## config.mk

```make
export PLATFORM = sky130hd
export DESIGN_NAME = vga_sync_receiver
export DESIGN_NICKNAME = d
export VERILOG_FILES = /design/src/rtl/vga_sync_receiver_pkg.sv /design/src/rtl/vga_sync_receiver_sync_edge_counter.sv /design/src/rtl/vga_sync_receiver.sv
export SDC_FILE = /design/constraint.sdc
export NUM_CORES = 1
export LEC_CHECK = 0
export BUFFER_PORTS_ARGS = -buffer_cell sky130_fd_sc_hd__buf_4
export CAP_MARGIN = 20
export CORE_UTILIZATION = 38
export CTS_BUF_LIST = sky130_fd_sc_hd__clkbuf_8
export DETAILED_ROUTE_END_ITERATION = 10
export PLACE_DENSITY = 0.67
export SYNTH_ARGS = -nofsm -noshare
export SYNTH_HDL_FRONTEND = slang
export SYNTH_SLANG_ARGS = --single-unit
```

## constraint.sdc

```tcl
create_clock -name clk -period 3.5 [get_ports clk]
set_input_delay 0.525 -clock clk [delete_from_list [all_inputs] [get_ports clk]]
set_output_delay 0.525 -clock clk [all_outputs]
set_load 0.02 [all_outputs]
```

## src/rtl/vga_sync_receiver_pkg.sv

```systemverilog
// Shared 640x480@60 timing constants and lock-state encoding, common to the
// VGA timing generator and the sync receiver.
package vga_sync_receiver_pkg;
    localparam int VGA_H_TOTAL  = 800;
    localparam int VGA_H_SYNC   = 96;
    localparam int VGA_H_BACK   = 48;
    localparam int VGA_H_ACTIVE = 640;
    localparam int VGA_V_TOTAL  = 525;
    localparam int VGA_V_SYNC   = 2;
    localparam int VGA_V_BACK   = 33;
    localparam int VGA_V_ACTIVE = 480;

    localparam int               CNT_W   = 10;
    localparam logic [CNT_W-1:0] CNT_MAX = {CNT_W{1'b1}};

    typedef enum logic [1:0] {
        SEARCH  = 2'd0,
        ACQUIRE = 2'd1,
        LOCKED  = 2'd2
    } lock_state_e;
endpackage

```

## src/rtl/vga_sync_receiver_sync_edge_counter.sv

```systemverilog
// Falling-edge detector on an active-low sync, saturating position counter
// advanced by step_i, and low-pulse width measurement in clock cycles.
module sync_edge_counter
    import vga_sync_receiver_pkg::*;
#(
    parameter bit CHECK_LOW = 1'b0,
    parameter int EXP_LOW   = 1
) (
    input  logic             clk,
    input  logic             srst_i,
    input  logic             sync_i,
    input  logic             step_i,
    output logic             fall_o,
    output logic [CNT_W-1:0] cnt_o,
    output logic [CNT_W-1:0] cnt_prev_o,
    output logic             width_err_o
);
    localparam logic [CNT_W-1:0] EXP_LOW_W = CNT_W'(EXP_LOW);

    logic             sync_prev_q;
    logic             pending_q, pending_d;
    logic [CNT_W-1:0] cnt_q, cnt_d;
    logic [CNT_W-1:0] low_w_q, low_w_d;
    logic             rise;
    logic             rearm;

    assign fall_o = sync_prev_q & ~sync_i;
    assign rise   = ~sync_prev_q & sync_i;
    // A falling edge between steps is remembered so the count re-zeroes on the next step.
    assign rearm  = step_i & (fall_o | pending_q);

    always_comb begin
        cnt_d     = cnt_q;
        pending_d = pending_q;
        low_w_d   = low_w_q;
        if (rearm) begin
            cnt_d     = '0;
            pending_d = 1'b0;
        end else begin
            if (step_i && (cnt_q != CNT_MAX)) cnt_d = cnt_q + 1'b1;
            if (fall_o) pending_d = 1'b1;
        end
        if (fall_o) begin
            low_w_d = {{(CNT_W-1){1'b0}}, 1'b1};
        end else if (!sync_i && (low_w_q != CNT_MAX)) begin
            low_w_d = low_w_q + 1'b1;
        end
    end

    always_ff @(posedge clk) begin
        if (srst_i) begin
            sync_prev_q <= 1'b1;
            pending_q   <= 1'b0;
            cnt_q       <= '0;
            low_w_q     <= '0;
        end else begin
            sync_prev_q <= sync_i;
            pending_q   <= pending_d;
            cnt_q       <= cnt_d;
            low_w_q     <= low_w_d;
        end
    end

    assign cnt_o       = cnt_d;
    assign cnt_prev_o  = cnt_q;
    assign width_err_o = CHECK_LOW && rise && (low_w_q != EXP_LOW_W);
endmodule

```

## src/rtl/vga_sync_receiver.sv

```systemverilog
// VGA sync receiver: measures incoming h/v sync timing, locks onto a stable
// raster and emits pixel coordinates and colour for the visible area.
module vga_sync_receiver
    import vga_sync_receiver_pkg::*;
#(
    parameter int H_TOTAL  = VGA_H_TOTAL,
    parameter int H_SYNC   = VGA_H_SYNC,
    parameter int H_BACK   = VGA_H_BACK,
    parameter int H_ACTIVE = VGA_H_ACTIVE,
    parameter int V_TOTAL  = VGA_V_TOTAL,
    parameter int V_SYNC   = VGA_V_SYNC,
    parameter int V_BACK   = VGA_V_BACK,
    parameter int V_ACTIVE = VGA_V_ACTIVE
) (
    input  logic       clk,
    input  logic       reset,
    input  logic       h_sync,
    input  logic       v_sync,
    input  logic [2:0] color_in,
    output logic [9:0] pix_x,
    output logic [9:0] pix_y,
    output logic       pix_valid,
    output logic [2:0] pix_color,
    output logic       frame_start,
    output logic       locked,
    output logic       timing_err,
    output logic [7:0] frame_cnt
);
    localparam logic [CNT_W-1:0] H_START = CNT_W'(H_SYNC + H_BACK);
    localparam logic [CNT_W-1:0] H_END   = CNT_W'(H_SYNC + H_BACK + H_ACTIVE);
    localparam logic [CNT_W-1:0] V_START = CNT_W'(V_SYNC + V_BACK);
    localparam logic [CNT_W-1:0] V_END   = CNT_W'(V_SYNC + V_BACK + V_ACTIVE);
    localparam logic [CNT_W-1:0] H_LAST  = CNT_W'(H_TOTAL - 1);
    localparam logic [CNT_W-1:0] V_LAST  = CNT_W'(V_TOTAL - 1);

    logic             hs_s1_q, vs_s1_q;
    logic [2:0]       color_s1_q;
    logic             h_fall, v_fall, h_width_err, v_width_err;
    logic [CNT_W-1:0] h_cnt, h_cnt_prev, v_cnt, v_cnt_prev;
    lock_state_e      state_q, state_d;
    logic             h_seen_q, h_seen_d;
    logic             acq_bad_q, acq_bad_d;
    logic             any_err;
    logic             pix_valid_q, pix_valid_d;
    logic [9:0]       pix_x_q, pix_x_d, pix_y_q, pix_y_d;
    logic [2:0]       pix_color_q, pix_color_d;
    logic             frame_start_q, timing_err_q, timing_err_d;
    logic [7:0]       frame_cnt_q, frame_cnt_d;

    sync_edge_counter #(.CHECK_LOW(1'b1), .EXP_LOW(H_SYNC)) u_h_edge (
        .clk        (clk),
        .srst_i     (reset),
        .sync_i     (hs_s1_q),
        .step_i     (1'b1),
        .fall_o     (h_fall),
        .cnt_o      (h_cnt),
        .cnt_prev_o (h_cnt_prev),
        .width_err_o(h_width_err)
    );

    sync_edge_counter #(.CHECK_LOW(1'b0), .EXP_LOW(V_SYNC)) u_v_edge (
        .clk        (clk),
        .srst_i     (reset),
        .sync_i     (vs_s1_q),
        .step_i     (h_fall),
        .fall_o     (v_fall),
        .cnt_o      (v_cnt),
        .cnt_prev_o (v_cnt_prev),
        .width_err_o(v_width_err)
    );

    // Line length is only trusted once a previous h_sync edge has been seen.
    assign any_err = (h_fall && h_seen_q && (h_cnt_prev != H_LAST))
                   || h_width_err || v_width_err
                   || (v_fall && (v_cnt_prev != V_LAST))
                   || (h_cnt == CNT_MAX);

    always_comb begin
        state_d      = state_q;
        acq_bad_d    = acq_bad_q;
        timing_err_d = 1'b0;
        frame_cnt_d  = frame_cnt_q;
        h_seen_d     = h_fall ? 1'b1 : h_seen_q;
        case (state_q)
            SEARCH: begin
                if (v_fall) begin
                    state_d   = ACQUIRE;
                    acq_bad_d = 1'b0;
                end
            end
            ACQUIRE: begin
                if (v_fall) begin
                    if (!acq_bad_q && !any_err) state_d = LOCKED;
                    acq_bad_d = 1'b0;
                end else if (any_err) begin
                    acq_bad_d = 1'b1;
                end
            end
            LOCKED: begin
                if (any_err) begin
                    state_d      = SEARCH;
                    timing_err_d = 1'b1;
                    h_seen_d     = 1'b0;
                end else if (v_fall) begin
                    frame_cnt_d = frame_cnt_q + 8'd1;
                end
            end
            default: state_d = SEARCH;
        endcase

        pix_valid_d = (state_q == LOCKED)
                   && (h_cnt >= H_START) && (h_cnt < H_END)
                   && (v_cnt >= V_START) && (v_cnt < V_END);
        pix_x_d     = pix_valid_d ? (h_cnt - H_START) : 10'd0;
        pix_y_d     = pix_valid_d ? (v_cnt - V_START) : 10'd0;
        pix_color_d = pix_valid_d ? color_s1_q : 3'd0;
    end

    always_ff @(posedge clk) begin
        if (reset) begin
            hs_s1_q       <= 1'b1;
            vs_s1_q       <= 1'b1;
            color_s1_q    <= 3'd0;
            state_q       <= SEARCH;
            h_seen_q      <= 1'b0;
            acq_bad_q     <= 1'b0;
            pix_valid_q   <= 1'b0;
            pix_x_q       <= 10'd0;
            pix_y_q       <= 10'd0;
            pix_color_q   <= 3'd0;
            frame_start_q <= 1'b0;
            timing_err_q  <= 1'b0;
            frame_cnt_q   <= 8'd0;
        end else begin
            hs_s1_q       <= h_sync;
            vs_s1_q       <= v_sync;
            color_s1_q    <= color_in;
            state_q       <= state_d;
            h_seen_q      <= h_seen_d;
            acq_bad_q     <= acq_bad_d;
            pix_valid_q   <= pix_valid_d;
            pix_x_q       <= pix_x_d;
            pix_y_q       <= pix_y_d;
            pix_color_q   <= pix_color_d;
            frame_start_q <= v_fall;
            timing_err_q  <= timing_err_d;
            frame_cnt_q   <= frame_cnt_d;
        end
    end

    assign pix_x       = pix_x_q;
    assign pix_y       = pix_y_q;
    assign pix_valid   = pix_valid_q;
    assign pix_color   = pix_color_q;
    assign frame_start = frame_start_q;
    assign locked      = (state_q == LOCKED);
    assign timing_err  = timing_err_q;
    assign frame_cnt   = frame_cnt_q;
endmodule

```

* After elaboration in Yosys (flattened, before gate mapping) *
Cells that the tools add are included.

word-level totals
  register bits = 77
  input bits = 7
  logic and storage cells = 104

cells by class
  $add $sub $neg = 6
  $lt $le $gt $ge = 4
  equal/unequal tests = 14
  multiplexer cells = 19
  bitwise logic cells = 12
  reductions and logical operators = 28

operators by type and width
  operator                                                                 count
  10-bit != test (second input constant)                                   5
  10-bit two-way mux                                                       4
  10-bit by 1-bit adder with 10-bit output (second input constant)         3
  10-bit < comparator (second input constant)                              2
  1-bit logical AND                                                        11
  10-bit equality test (second input constant)                             1
  10-bit by 6-bit >= comparator with 1-bit output (second input constant)  1
  10-bit by 8-bit >= comparator with 1-bit output (second input constant)  1
  10-bit by 7-bit != test with 1-bit output (second input constant)        1
  2-bit OR reduction                                                       5
  10-bit by 6-bit subtractor with 10-bit output (second input constant)    1
  10-bit by 8-bit subtractor with 10-bit output (second input constant)    1
  1-bit two-way mux                                                        9
  8-bit by 1-bit adder with 8-bit output (second input constant)           1
  2-bit two-way mux                                                        4
  2-bit by 1-bit != test with 1-bit output (second input constant)         3
  1-bit inverter                                                           6
  2-bit one-hot mux with 3 select lines                                    1
  3-bit AND reduction                                                      2
  1-bit bitwise AND                                                        4
  4-bit AND reduction                                                      1
  2-bit nonzero test                                                       2
  1-bit logical NOT                                                        3
  1-bit logical OR                                                         3
  7 further kinds                                                          8

* Longest topological paths before layout *
Gate-level depths: netlist (run 1).

  depth after elaboration = 12
  mapped depth = 13

* Hierarchy *
From an unflattened synthesis (run 1), not the netlist that was laid out.

second synthesis, totals
  cells, all modules = 423
  area, all modules = 3,756.1 µm²

modules (own cells, without submodules)
  module                         times used  cells each  area an instance (µm²)
  vga_sync_receiver              1           204         1,918.1
  sync_edge_counter at u_h_edge  1           143         1,194.9
  sync_edge_counter at u_v_edge  1           76          643.1

* Worst setup path before layout (run 1) *
Ideal clock, no wire load.

  path kind = flip-flop to flip-flop
  start point = register u_h_edge.cnt_q[1], in the netlist u_h_edge.cnt_prev_o[1]
  end point = register frame_cnt_q[1], in the netlist frame_cnt[1]
  library setup time = 0.128 ns
  arrival = 2.728 ns
  required time = 3.372 ns
  path slack = 0.645 ns
  stages on the path, launching flop included = 14
  path buffers = 1
  period minus slack after synthesis = 2.855 ns
  cells stage by stage = dfxtp_1 -> ha_1 -> and4_1 -> buf_6 -> a311oi_1 -> xnor2_1 -> nand2b_1 -> inv_1 -> ha_1 -> inv_1 -> or4_4 -> o211ai_2 -> mux2i_1 -> nor2_1

between the ends
  word-level cells in the longest chain between the ends = 7
  elaborated cells between the ends (all ways) = 12

ends and longest elaborated chain
  element                                                                            line                                       RTL
  from (decl)                                                                        vga_sync_receiver_sync_edge_counter.sv:22  logic [CNT_W-1:0] cnt_q, cnt_d;
  from (signal assigned)                                                             vga_sync_receiver_sync_edge_counter.sv:59  cnt_q <= cnt_d;
  10-bit by 1-bit adder with 10-bit output / 10-bit != test (equally long branches)  vga_sync_receiver_sync_edge_counter.sv:40  if (step_i && (cnt_q != CNT_MAX)) cnt_d = cnt_q + 1'b1;
  10-bit two-way mux *                                                               vga_sync_receiver_sync_edge_counter.sv:40
  10-bit two-way mux *                                                               vga_sync_receiver_sync_edge_counter.sv:36  if (rearm) begin
  via h_cnt[5]                                                                       vga_sync_receiver.sv:39                    logic [CNT_W-1:0] h_cnt, h_cnt_prev, v_cnt, v_cnt_prev;
  10-bit equality test *                                                             vga_sync_receiver.sv:76                    || (h_cnt == CNT_MAX);
  1-bit logical OR *                                                                 vga_sync_receiver.sv:76
  1-bit inverter (no line) *                                                         -
  3-bit AND reduction (no line) *                                                    -
  to (signal assigned)                                                               vga_sync_receiver.sv:147                   frame_cnt_q <= frame_cnt_d;
  to (decl)                                                                          vga_sync_receiver.sv:48                    logic [7:0] frame_cnt_q, frame_cnt_d;

Mark *: on every way through the listed nets, which the timed path passes. The rest lies on a longest branch.
A chain may end at the register's enable or synchronous reset.

* Final worst setup path (run 1) *
  start point = register u_h_edge.cnt_q[0], in the netlist u_h_edge.cnt_prev_o[0]
  end point = register frame_cnt_q[1], in the netlist frame_cnt[1]

The elaborated chain is that of the path after synthesis.

==> results.toml, run 1 <==
[timing]
finalClockSkew_ns = 0.0142
slew_headroom = 0.503
hold_viol_final = 0
drv_slew = 0
tightest_slew_ns = 0.740
max_clock_freq_mhz = 318
rsz0062_at_grt = "false"
tns_ns = 0
finalCriticalPeriod_ns = 3.14
hold-worst-slack_ns = 0.347
post-route-period-util = 0.898
finalSetupViolations = 0

[worst_setup_path]
path_class = "register to register"
crit_fanout = 10
crit_path_max_incr_delay_ns = 0.58
critPathCaptureType = "register"
startpoint_type = "register"
worstPathCellList = "ha_1 -> and4_1 -> a311oi_1 -> xnor2_1 -> nand2b_1 -> inv_1 -> ha_1 -> inv_1 -> or4_4 -> o211ai_2 -> mux2i_1 -> nor2_1"
cp.buffers_inverters = 2
cpMaxStageDelayCell = "or4_4"
cp_data_arrival_time_ns = 3.37
crit_required_ns = 3.73
cp_top_family = "simple AND/OR/NAND/NOR gates"

[worst_hold_path]
hold_class = "primary input to register"

[placed_design]
dpl.hpwl_um = 5940
port-buffer-count = 41
finalWeightedCongestion = 0.891

[global_routing]
grt_start_max_net_pins = 44
track_usage = 0.170
grt_overflow = 0
antenna_found_initial = 0
grt_pass1_vias = 3052
grt_pass1_wl_um = 13900

[synthesis]
synth_top_area_frac = 0.400
synth.yosys.seq_area_share = 0.400
syn-num-nets = 448
syn_area_per_cell_um2 = 8.94
ys_types = 65
postSynthCellCount = 431
synth_warnings = 0
yosysTopAreaCell = "dfxtp_1"
synthTopCellsByArea = "dfxtp_1 40%, nor3_1 4.3%, nor2_1 4.0%"
synth.top_cells.by_count = "77 x dfxtp_1, 41 x nor2_1, 33 x nor3_1"
synth-seq-cells = 77
synth-async-reset-ratio = 0
synth.most_common_cell = "dfxtp_1"
synth_area_um2 = 3850
synth_ff_type = "dfxtp_1"
synth_edf_count = 0

[cts]
cts.sinks = 77
htreeDepth = 3
clock_latency_ns = 0.36
cts_tree = "done"
cts_buffers = 9
clk_pin_slew_ns = 0.09
post_cts_buffers = 0
cts-root-buf = "clkbuf_8"
cts_buffer_depth = 2
cts_resized = 0
hold_buffers = 0

[power]
leakage_nw = 1.69
power.switching_uw = 452
power_density_nw_per_um2 = 369
worst_ir_drop_vdd_mv = 0.184
swShare = 0.274
clockPowerShare = 0.401
pwr-share-comb = 0.053
internal_power_mw = 1.20
p_seq_frac = 0.545

[die]
start_util = 0.392
core-area_um2 = 9820
die_y_um = 103
pin_count = 42
rows = 36
die_w_um = 103
die_area_um2 = 10500

[routing]
drt_wl_total_um = 8410
wl_per_cell_um = 13.9
via_per_inst = 5.35
ant_nets = 0
drcViolationCount = 0
first_pass_iters = 4
initialDrtViolationCount = 156
vias = 3232

[layout]
synthToLayoutAreaGrowth_pct = 15.9
nNetsFinal = 483
fin_util = 0.455
nFillCells = 1008
drive_above_1_share = 0.200
n_antenna_cell = 0

[run_status]
outcome = "completed"

[flow_run]
cap_violations = 0
registers in the layout, summed over array words and instances, names as in the netlist, 2 cells and up:
| register | flops |
|---|---|
| color_s1_q | 3 |
| frame_cnt | 8 |
| pix_y | 10 |
| pix_x | 10 |
| pix_color | 3 |
| u_h_edge.low_w_q | 10 |
| u_h_edge.cnt_prev_o | 10 |
| state_q | 2 |
| u_v_edge.cnt_prev_o | 10 |
worst register-to-register path: cells and delay by family (launching register included):
| family | cells | cell delay (ns) |
|---|---|---|
| XOR/XNOR | 1 | 0.16 |
| multiplexers | 1 | 0.23 |
| adder cells (fa/ha/maj) | 2 | 0.42 |
| AND/OR/NAND/NOR | 4 | 1.22 |
| AO/OA/AOI/OAI | 2 | 0.43 |
| flip-flops | 1 | 0.43 |
| buffers and inverters | 2 | 0.13 |
power groups by stage:
stage	Sequential, mW	Clock (mW)	Combinational [mW]
after global placement	0.918	0	0.0860
after CTS	0.898	0.677	0.0883
after detailed placement	0.919	0	0.0876
final	0.899	0.661	0.0879
after floorplan	0.916	0	0.0653
after global routing	0.901	0.711	0.0985
metrics by stage:
stage / instance area [um2] / cells / setup WS, ns / power [mW]
2_1_floorplan: 3850 / 431 / 0.645 / 0.981
6_report: 4460 / 604 / 0.356 / 1.65
5_1_grt: 4460 / 604 / 0.0973 / 1.71
3_3_place_gp: 4240 / 587 / 0.329 / 1.00
4_1_cts: 4430 / 603 / 0.0901 / 1.66
3_5_place_dp: 4240 / 587 / 0.105 / 1.01
area by class of cell:
class / instances / area, um2 / area share
sequential: 77 / 1540 / 0.346
tap: 133 / 166 / 0.0373
inverter: 15 / 56.3 / 0.0126
timing repair buffer: 46 / 365 / 0.0819
clock inverter: 7 / 63.8 / 0.0143
clock buffer: 9 / 124 / 0.0278
multi-input combinational: 317 / 2140 / 0.481
metal layers:
layer,track usage,up-vias,part of all wire
li1,-,1629,-
met2,0.284,48,0.49
met5,0,-,0
met3,0.0258,8,0.029
met1,0.212,1547,0.47
met4,0.0857,0,0.0093
path summary, 6_finish.rpt:
kind | start | to | cells after the start | slack [ns]
setup / recovery | u_h_edge.cnt_prev_o[0] | frame_cnt[1] | 12 | 0.36
hold / removal | h_sync | hs_s1_q | 2 | 0.35
setup reg to reg | u_h_edge.cnt_prev_o[0] | frame_cnt[1] | 12 | 0.36
hold reg to reg | u_v_edge.sync_prev_q | frame_start | 2 | 0.46
logic make-up (layout without fill, tap and decap cells):
kind of cell | count (synthesis) | after routing | synth area share
compound gates | 84 | 84 | 0.161
xor+xnor | 27 | 27 | 0.0614
fa+ha+maj | 10 | 10 | 0.0325
buf+inv | 37 | 77 | 0.0458
flops | 77 | 77 | 0.400
mux | 4 | 4 | 0.0104
other cells | 1 | 1 | 0.000974
simple gates | 191 | 191 | 0.287
cells in the final DEF (no fill, tap or decap), types with 3 or more instances in the layout:
cell and instances:
dfxtp_1 76, buf_4 45, nor2_1 41, nor3_1 33
a21oi_1 20, xnor2_1 16, nand3_1 15, inv_1 15
nand2_1 14, o21ai_0 13, xor2_1 11, ha_1 10
nor2b_1 9, nor4_1 9, clkbuf_8 9, nand4_1 8
and2_1 7, nand2b_1 7, or3_1 7, nor3b_1 6
and4_1 6, and3_1 6, o211ai_1 5, o21ai_1 5
mux2i_1 4, a311oi_1 4, or2_2 4, a211oi_1 4
nor3b_2 4, inv_6 4, a31oi_1 3, a41oi_1 3
a21o_1 3
(Power assumes the default switching activity.)
==> inputs of run 2 (changes only) <==
--- a/config.mk
+++ b/config.mk
@@ -7,10 +7,11 @@
 export LEC_CHECK = 0
 export BUFFER_PORTS_ARGS = -buffer_cell sky130_fd_sc_hd__buf_4
 export CAP_MARGIN = 20
-export CORE_UTILIZATION = 38
+export CORE_UTILIZATION = 60
 export CTS_BUF_LIST = sky130_fd_sc_hd__clkbuf_8
+export CTS_CLUSTER_DIAMETER = 30
 export DETAILED_ROUTE_END_ITERATION = 10
-export PLACE_DENSITY = 0.67
+export PLACE_DENSITY = 0.92
 export SYNTH_ARGS = -nofsm -noshare
 export SYNTH_HDL_FRONTEND = slang
 export SYNTH_SLANG_ARGS = --single-unit
==> constraint.sdc (replaced) <==
create_clock -name clk -period 3.5 [get_ports clk]
set_input_delay 0.7 -clock clk [delete_from_list [all_inputs] [get_ports clk]]
set_output_delay 0.7 -clock clk [all_outputs]
set_load 0.02 [all_outputs]
==> run 2 against run 1 <==
Against the previous run:
- sequential share of layout area grew 0.30 points
- cell count shrank 9.6%
- first-iteration DRC count grew 87%
- clock skew shrank 0.0062 ns
- worst hold slack gained 0.12 ns
- critical endpoint unchanged
- global-route usage grew 11 points
==> results.toml, run 2 (synthesized netlist as in run 1, its figures left out) <==
[die]
core-area_um2 = 6060
start_util = 0.635
die_w_um = 82.1
rows = 28
die_area_um2 = 6740
die_y_um = 82.1
pin_count = 42

[layout]
nFillCells = 443
nNetsFinal = 483
drive_above_1_share = 0.200
layout_commonest_cell = "dfxtp_1"
stdcell_count = 546
n_antenna_cell = 0
synthToLayoutAreaGrowth_pct = 14.8
final_cell_mix = "77 x dfxtp_1, 46 x buf_4, 41 x nor2_1"

[cts]
cts_buffer_depth = 2
clk_pin_slew_ns = 0.08
cts.sinks = 77
cts-root-buf = "clkbuf_8"
clock_latency_ns = 0.35
post_cts_buffers = 0
cts_tree = "done"
cts_buffers = 9
htreeDepth = 3

[routing]
wl_per_cell_um = 16.1
first_pass_iters = 5
via_per_inst = 6.28
drt_wl_total_um = 8770
drcViolationCount = 0
initialDrtViolationCount = 292
vias = 3429
ant_nets = 0

[timing]
timing.final.ws_setup_ns = 0.199
finalClockSkew_ns = 0.00802
hold_viol_final = 0
tightest_slew_ns = 0.780
tns_ns = 0
drv_slew = 0
finalCriticalPeriod_ns = 3.30
slew_headroom = 0.477
rsz0062_at_grt = "false"
max_clock_freq_mhz = 303
hold-worst-slack_ns = 0.472
post-route-period-util = 0.943
finalSetupViolations = 0

[power]
swShare = 0.231
internal_power_mw = 1.34
leakage_nw = 1.70
power.total_mw = 1.74
power_density_nw_per_um2 = 395
power.switching_uw = 404
worst_ir_drop_vdd_mv = 0.285
pwr-share-comb = 0.051
p_seq_frac = 0.515
clockPowerShare = 0.434

[global_routing]
grt_use_met2 = 0.479
track_usage = 0.278
gr-usage-met3 = 0.0527
met1_usage = 0.330
grt_overflow = 0
antenna_found_initial = 0
grt.busiest_layer = "met2"
grt_start_max_net_pins = 44
grt_pass1_wl_um = 14200
grt_pass1_vias = 3207

[worst_setup_path]
cp_data_arrival_time_ns = 3.53
cp.buffers_inverters = 2
worstPathCellList = "ha_1 -> and4_2 -> a311oi_1 -> xnor2_1 -> nand2b_1 -> inv_1 -> ha_1 -> inv_1 -> or4_4 -> o211ai_2 -> mux2i_1 -> nor2_1"
path_class = "register to register"
critPathCaptureType = "register"
cp_top_family = "simple AND/OR/NAND/NOR gates"
crit_fanout = 10
crit_required_ns = 3.73
startpoint_type = "register"
cpMaxStageDelayCell = "or4_4"
crit_path_max_incr_delay_ns = 0.58

[run_status]
outcome = "completed"

[placed_design]
dpl.hpwl_um = 6050
finalWeightedCongestion = 0.950
placedCellCount = 530
post-place-ws_ns = 0.0881
port-buffer-count = 41

[flow_run]
cap_violations = 0

[worst_hold_path]
hold_class = "register to register"
## run 2: area by class of cell
| type | count | area (um2) | share of cell area |
|---|---|---|---|
| multi-input combinational | 317 | 2160 | 0.489 |
| clock inverter | 6 | 86.3 | 0.0195 |
| inverter | 15 | 56.3 | 0.0127 |
| clock buffer | 10 | 138 | 0.0311 |
| sequential | 77 | 1540 | 0.349 |
| tap | 75 | 93.8 | 0.0212 |
| timing repair buffer | 46 | 345 | 0.0781 |
## run 2: power by group through the flow
| stage | Combinational (mW) | Sequential [mW] | Clock [mW] |
|---|---|---|---|
| final | 0.0896 | 0.898 | 0.757 |
| after global routing | 0.0980 | 0.900 | 0.807 |
| after CTS | 0.0869 | 0.898 | 0.758 |
| after detailed placement | 0.0854 | 0.919 | 0 |
| after global placement | 0.0832 | 0.918 | 0 |
| after floorplan | 0.0653 | 0.916 | 0 |
## run 2: path summary, 6_finish.rpt
kind	startpoint	cells after the start	slack [ns]	endpoint
max	u_h_edge.cnt_prev_o[0]	12	0.20	frame_cnt[1]
min	color_s1_q[1]	1	0.47	pix_color[1]
max reg2reg	u_h_edge.cnt_prev_o[0]	12	0.20	frame_cnt[1]
min reg2reg	color_s1_q[1]	1	0.47	pix_color[1]
## run 2: worst reg2reg max path, delay by kind of cell (launching register included)
kind | cells | cell delay (ns)
xor+xnor | 1 | 0.17
simple gates | 4 | 1.22
mux | 1 | 0.24
fa+ha+maj | 2 | 0.47
compound gates | 2 | 0.41
flops | 1 | 0.52
buf+inv | 2 | 0.14
## run 2: metrics by stage
| stage | util | area, um2 |
|---|---|---|
| floorplan | - | 3850 |
| global placement | 0.689 | 4170 |
| detailed placement | 0.689 | 4170 |
| CTS | 0.726 | 4400 |
| global route | 0.729 | 4420 |
| finish | 0.729 | 4420 |
## run 2: what timing repair did
action | in CTS | in global routing
endpoints found under the setup margin | 0 | 31
gates resized for setup | 0 | 4
hold buffers | 0 | 0
## run 2: routing by layer
layer / share of wire / up-vias
li1: - / 1635
met1: 0.41 / 1625
met2: 0.50 / 143
met3: 0.061 / 26
met4: 0.026 / 0
met5: 0 / -
